--- config.mk ---
export PLATFORM = sky130hd
export DESIGN_NAME = mrh_disp_ctrl_flat
export DESIGN_NICKNAME = d
export VERILOG_FILES = /design/src/rtl/mrh_pkg.sv /design/src/rtl/disp_if.sv /design/src/rtl/mrh_disp_credit.sv /design/src/rtl/mrh_disp_ctrl.sv /design/src/flat_wrapper.sv
export SDC_FILE = /design/constraint.sdc
export NUM_CORES = 1
export LEC_CHECK = 0
export BUFFER_PORTS_ARGS = -buffer_cell sky130_fd_sc_hd__clkbuf_2
export CAP_MARGIN = 20
export CORE_MARGIN = 3
export CORE_UTILIZATION = 43
export CTS_CLUSTER_SIZE = 16
export DETAILED_ROUTE_END_ITERATION = 6
export PLACE_DENSITY = 0.83
export SLEW_MARGIN = 10
export SYNTH_ARGS = -nofsm -noshare
export SYNTH_HDL_FRONTEND = slang
export SYNTH_HIERARCHICAL = 1
export SYNTH_SLANG_ARGS = --single-unit
--- constraint.sdc ---
create_clock -name i_clk -period 4.95 [get_ports i_clk]
set_input_delay 0.495 -clock i_clk [delete_from_list [all_inputs] [get_ports i_clk]]
set_output_delay 0.495 -clock i_clk [all_outputs]
set_load 0.005 [all_outputs]
--- src/rtl/mrh_pkg.sv ---
// Shared types and constants for the mrh dispatch stage.
package mrh_pkg;

  localparam int DISP_SIZE      = 4;
  localparam int ALU_NUM        = 2;
  localparam int ALU_ENTRY_SIZE = 32;
  localparam int SLOTS_PER_ALU  = 2;
  localparam int RANK_W         = $clog2(DISP_SIZE + 1);
  localparam int NEED_W         = $clog2(SLOTS_PER_ALU + 1);

  typedef struct packed {
    logic [7:0]  opcode;
    logic [4:0]  rd;
    logic [4:0]  rs1;
    logic [4:0]  rs2;
    logic [15:0] imm;
  } disp_t;

  typedef enum logic [1:0] {
    RUN   = 2'd0,
    STALL = 2'd1,
    FLUSH = 2'd2
  } disp_state_t;

  function automatic logic [RANK_W-1:0] popcount(input logic [DISP_SIZE-1:0] v);
    logic [RANK_W-1:0] c;
    c = '0;
    for (int i = 0; i < DISP_SIZE; i++) c = c + RANK_W'(v[i]);
    return c;
  endfunction

endpackage

--- src/rtl/disp_if.sv ---
// Dispatch bus from the dispatch controller (master) to the ALU schedulers.
interface disp_if;
  import mrh_pkg::*;

  disp_t [DISP_SIZE-1:0] inst;

  modport master (output inst);
  modport slave  (input  inst);

endinterface

--- src/rtl/mrh_disp_credit.sv ---
// Free-entry credit counter for one ALU scheduler; reports whether a group's
// share of slots fits into the entries known to be free.
module mrh_disp_credit
  import mrh_pkg::*;
#(
  parameter int  ENTRY_SIZE = ALU_ENTRY_SIZE,
  localparam int CREDIT_W   = $clog2(ENTRY_SIZE + 1)
) (
  input  logic                clk,
  input  logic                rst,
  input  logic [NEED_W-1:0]   need,
  input  logic                accept,
  input  logic                issue,
  input  logic                reload,
  output logic [CREDIT_W-1:0] credit,
  output logic                fit
);

  localparam logic [CREDIT_W:0] FULL = (CREDIT_W + 1)'(ENTRY_SIZE);

  logic [CREDIT_W:0] sum;

  // Only the registered count decides fit; a return arriving now helps next cycle.
  assign fit = (CREDIT_W'(need) <= credit);

  always_comb begin
    sum = {1'b0, credit} + (CREDIT_W + 1)'(issue);
    if (accept) sum = sum - (CREDIT_W + 1)'(need);
  end

  always_ff @(posedge clk or posedge rst) begin
    if (rst) begin
      credit <= CREDIT_W'(ENTRY_SIZE);
    end else if (reload) begin
      credit <= CREDIT_W'(ENTRY_SIZE);
    end else if (sum > FULL) begin
      credit <= CREDIT_W'(ENTRY_SIZE);
    end else begin
      credit <= sum[CREDIT_W-1:0];
    end
  end

  // A return while already holding every entry means the scheduler lost count.
  credit_no_overflow: assert property (@(posedge clk) disable iff (rst) !reload |-> (sum <= FULL));

endmodule

--- src/rtl/mrh_disp_ctrl.sv ---
// Dispatch controller: accepts decoded groups, checks ALU scheduler credits and
// registers the group onto disp. Optional stall counter with MRH_DISP_PERF_EN.
module mrh_disp_ctrl
  import mrh_pkg::*;
#(
  parameter int  ENTRY_SIZE = ALU_ENTRY_SIZE,
  localparam int CREDIT_W   = $clog2(ENTRY_SIZE + 1)
) (
  input  logic                              i_clk,
  input  logic                              i_reset,
  input  logic                              i_dec_valid,
  input  logic [DISP_SIZE-1:0]              i_dec_inst_valid,
  input  disp_t [DISP_SIZE-1:0]             i_dec_inst,
  output logic                              o_dec_ready,
  output logic [DISP_SIZE-1:0]              o_disp_valid,
  disp_if.master                            disp,
  input  logic [ALU_NUM-1:0]                i_alu_issue,
  input  logic                              i_flush,
`ifdef MRH_DISP_PERF_EN
  output logic [31:0]                       o_perf_stall_cnt,
`endif
  output disp_state_t                       o_dbg_state,
  output logic [ALU_NUM-1:0][CREDIT_W-1:0]  o_dbg_credit
);

  // Handshake: a group moves when i_dec_valid && o_dec_ready in the same cycle;
  // o_dec_ready is combinational and does not depend on i_dec_valid.

  disp_state_t                          state;
  logic [DISP_SIZE-1:0][RANK_W-1:0]     rank;
  logic [DISP_SIZE-1:0]                 slot_keep;
  logic [ALU_NUM-1:0][NEED_W-1:0]       need;
  logic [ALU_NUM-1:0]                   fit_k;
  logic                                 fit;
  logic                                 flushing;
  logic                                 accept;

  // Slot i lands on ALU rank(i)/2, rank being the number of valid slots below it.
  always_comb begin
    rank      = '0;
    slot_keep = '0;
    need      = '0;
    for (int i = 0; i < DISP_SIZE; i++) begin
      rank[i] = popcount(i_dec_inst_valid & ((DISP_SIZE'(1) << i) - DISP_SIZE'(1)));
      slot_keep[i] = i_dec_inst_valid[i] && (int'(rank[i]) < SLOTS_PER_ALU * ALU_NUM);
      for (int k = 0; k < ALU_NUM; k++) begin
        if (i_dec_inst_valid[i] && ((int'(rank[i]) / SLOTS_PER_ALU) == k)) begin
          need[k] = need[k] + NEED_W'(1);
        end
      end
    end
  end

  assign fit         = &fit_k;
  assign flushing    = i_flush || (state == FLUSH);
  assign o_dec_ready = !i_reset && !flushing && fit;
  assign accept      = i_dec_valid && o_dec_ready;
  assign o_dbg_state = state;

  for (genvar k = 0; k < ALU_NUM; k++) begin : g_credit
    mrh_disp_credit #(
      .ENTRY_SIZE (ENTRY_SIZE)
    ) u_credit (
      .clk    (i_clk),
      .rst    (i_reset),
      .need   (need[k]),
      .accept (accept),
      .issue  (i_alu_issue[k]),
      .reload (flushing),
      .credit (o_dbg_credit[k]),
      .fit    (fit_k[k])
    );
  end

  always_ff @(posedge i_clk or posedge i_reset) begin
    if (i_reset) begin
      state        <= RUN;
      o_disp_valid <= '0;
      disp.inst    <= '0;
    end else begin
      o_disp_valid <= accept ? slot_keep : '0;
      if (accept) disp.inst <= i_dec_inst;
      if (i_flush) begin
        state <= FLUSH;
      end else begin
        case (state)
          RUN:     if (i_dec_valid && !fit) state <= STALL;
          STALL:   if (accept) state <= RUN;
          default: state <= RUN;
        endcase
      end
    end
  end

`ifdef MRH_DISP_PERF_EN
  // Flush cycles hold ready low by design and are not stalls.
  always_ff @(posedge i_clk or posedge i_reset) begin
    if (i_reset) begin
      o_perf_stall_cnt <= '0;
    end else if (i_dec_valid && !o_dec_ready && !flushing && (o_perf_stall_cnt != '1)) begin
      o_perf_stall_cnt <= o_perf_stall_cnt + 32'd1;
    end
  end
`endif

  group_width_legal: assert property (@(posedge i_clk) disable iff (i_reset)
    i_dec_valid |-> (popcount(i_dec_inst_valid) <= RANK_W'(SLOTS_PER_ALU * ALU_NUM)));

endmodule

--- src/flat_wrapper.sv ---
// flat-port wrapper written by rule: the top's interface ports become plain ports
module mrh_disp_ctrl_flat import mrh_pkg::*;
#(
  parameter int  ENTRY_SIZE = ALU_ENTRY_SIZE,
  localparam int CREDIT_W   = $clog2(ENTRY_SIZE + 1)
)
  (i_clk, i_reset, i_dec_valid, i_dec_inst_valid, i_dec_inst, o_dec_ready, o_disp_valid, i_alu_issue, i_flush, o_dbg_state, o_dbg_credit, disp_inst);
  disp_if disp_i ();
  input  logic i_clk;
  input  logic i_reset;
  input  logic i_dec_valid;
  input  logic [DISP_SIZE-1:0] i_dec_inst_valid;
  input  disp_t [DISP_SIZE-1:0] i_dec_inst;
  output logic o_dec_ready;
  output logic [DISP_SIZE-1:0] o_disp_valid;
  input  logic [ALU_NUM-1:0] i_alu_issue;
  input  logic i_flush;
  output disp_state_t o_dbg_state;
  output logic [ALU_NUM-1:0][CREDIT_W-1:0] o_dbg_credit;
  output wire logic [$bits(disp_i.inst)-1:0] disp_inst;
  assign disp_inst = disp_i.inst;
  mrh_disp_ctrl #(.ENTRY_SIZE(ENTRY_SIZE)) u_core (.i_clk(i_clk), .i_reset(i_reset), .i_dec_valid(i_dec_valid), .i_dec_inst_valid(i_dec_inst_valid), .i_dec_inst(i_dec_inst), .o_dec_ready(o_dec_ready), .o_disp_valid(o_disp_valid), .disp(disp_i), .i_alu_issue(i_alu_issue), .i_flush(i_flush), .o_dbg_state(o_dbg_state), .o_dbg_credit(o_dbg_credit));
endmodule
==> metrics.txt <==
leading area contributor after synthesis=dfrtp_1; Die X=138 um; sequential area share after synthesis=0.586; Detailed Place HPWL=14.7 mm; crit start category=input port; Worst-path clk slew=0.07 ns; commonest cells after routing, fill and taps aside=clkbuf_2, dfrtp_1, mux2_1; initial antenna violation count=0; Sink Count=174; outcome=completed; Initial Utilization=0.444; Layout area overhead=34.3%; Core Footprint=0.0168 mm2; root buf cell=clkbuf_16; Slowest-stage cell, CP=a2111oi_4; vias in the first global route=5370; crit path DAT=4.57 ns; Hold Fails Final Rpt=0; critical path class=input port to flip-flop; worst hold path type=input port to asynchronous set/reset pin; H-tree levels=4; CTS max path bufs=2; fmax=234 MHz; largest net degree at the start of global routing=84; synthesis-stage register bit count=174; Max-Cap Viols=0; asr flop ratio synth=1.00; fin area=0.00999 mm2; Via density=4.91; top_reg_cell synth=dfrtp_1; CP max FO=9; synth unique cells=41; placed cell count=1055; ANT nets after route=0; worst slew pin tran=0.734 ns; via count=5332; Inserted Diodes=0; top post-synthesis cells by area=dfrtp_1, mux2_1, mux2_2; # IOs=341; # rows=47; first-pass GRT wire length=27.5 mm; worst-path cell chain=clkbuf_2, inv_1, ha_1, nand2_1, ha_1, nand2_1, a2111oi_0, nor3_1, ha_1, nor2b_1, o21ai_0, nand2_1, a2111oi_4, buf_4, nor4b_4, and2_1, o2111ai_2, a2111oi_2; required time of the critical path=5.25 ns; Syn. warnings=6; WL/cell=17.1 um; share of cells above drive strength 1=0.542; Slew HR=0.510; cts repair resizes=0; Post-DP Area=0.00939 mm2; setup slack after layout=0.680 ns; # nets final=1041; CTS tree=built; pwr dens=402 mW/mm2; peak supply drop=0.000221 V; top-area cell type share of the netlist area=0.578; commonest non-fill, non-tap cell in the layout=clkbuf_2; cell area after synthesis=0.00744 mm2; Critical Path Max Stage Delay=0.52 ns; clock skew=0.00877 ns; drt total wl=18.6 mm; worst skew pair latency=0.42 ns; syn nets=693; drt drc=0; Layout Cells excl Fill=1087; RSZ-0062 raised after global routing=no; Leak Pwr=4.99 nW; IO buf count=340; number of flops mapped to enable cells by yosys=0; dpl ws=0.276 ns; number of buffers created by CTS=17; final count of negative-setup-slack endpoints=0; syn_area_per_cell=14.7 um2; Die Height=138 um; GR Util All Layers=0.188; Period Utilization, post-route=0.863; DRT Pass-1 Iters=5; setup TNS=0 ns; Final Critical Period=4.27 ns; grt ovf=0; hold buffer count at CTS=0; gpl congestion=0.852; critical path capture point type=flip-flop; 1st-iter DRT viols=100; Final Max Slew Viols=0; Die Footprint=0.0189 mm2; Hold WS=0.0567 ns; post-CTS setup buffer count=0; Mapped Cells=506
[per-layer routing]
layer | vias to the layer above | track usage | wire length, um
met2 | 193 | 0.353 | 10100
li1 | 2506 | - | -
met4 | 0 | 0.0543 | 346
met5 | - | 0 | 0
met3 | 25 | 0.0592 | 1530
met1 | 2608 | 0.201 | 6670
[area by class of cell]
type | count | area, um2
inverter | 19 | 76.3
clock inverter | 15 | 171
tap | 220 | 275
fill | 1333 | 6770
multi-input combinational | 295 | 2910
sequential | 174 | 4360
clock buffer | 17 | 425
timing repair buffer | 347 | 1780
[through the flow]
step	utilization	total power, mW
global route	0.596	4.25
floorplan	-	2.23
finish	0.596	4.02
global placement	0.561	2.67
detailed placement	0.561	2.72
CTS	0.596	4.07
[state kept, by name, indices dropped and copies added (netlist names)]
| signal | flops |
|---|---|
| u_core/disp.inst | 156 |
| u_core/o_dbg_state | 2 |
| u_core/g_credit.u_credit/credit | 12 |
| u_core/o_disp_valid | 4 |
[report_power, final]
group	internal (mW)	switching [mW]	total (mW)
registers	1.72	0.152	1.87
logic	0.453	0.351	0.804
clock network	0.723	0.617	1.34
[worst max-delay path: cells and delay by family]
kind                       cells  cell delay (ns)
AOI/OAI and AO/OA              5             1.68
and+or+nand+nor                7             1.15
adders and majority gates      3             0.86
buffers and inverters          3             0.39
[cells in the mapped netlist (all sizes together), types with 3 or more instances]
cell     instances
nand2           16
ha              19
a211oi           8
and3b            3
nor2b            4
buf             17
and2             7
inv             19
a2111oi          4
nand3           10
xor2            10
o21ai            9
nor3             9
mux2           156
nor2             4
dfrtp          172
xnor2            6
[worst paths after layout]
path	startpoint	end	slack (ns)	depth (start not counted)
max	i_dec_inst_valid[0]	u_core/g_credit[0].u_credit/credit[3]	0.68	18
min	i_reset	u_core/g_credit[1].u_credit/credit[4]	0.06	2
max reg2reg	u_core/g_credit[1].u_credit/credit[1]	u_core/g_credit[0].u_credit/credit[3]	1.75	11
min reg2reg	u_core/disp.inst[109]	u_core/disp.inst[109]	0.49	1
max in group asynchronous	i_reset	u_core/disp.inst[39]	3.65	3
min in group i_clk	i_flush	u_core/o_dbg_state[1]	0.28	1
[kinds of logic after synthesis]
kind of cell,count (synthesis),share of synthesized area
flip-flops,174,0.586
multiplexers,158,0.240
AND/OR/NAND/NOR,66,0.0533
buffers and inverters,37,0.0239
AO/OA/AOI/OAI,34,0.0373
adder cells (fa/ha/maj),21,0.0373
XOR/XNOR,16,0.0229
Power figures use the tool's default switching activity.
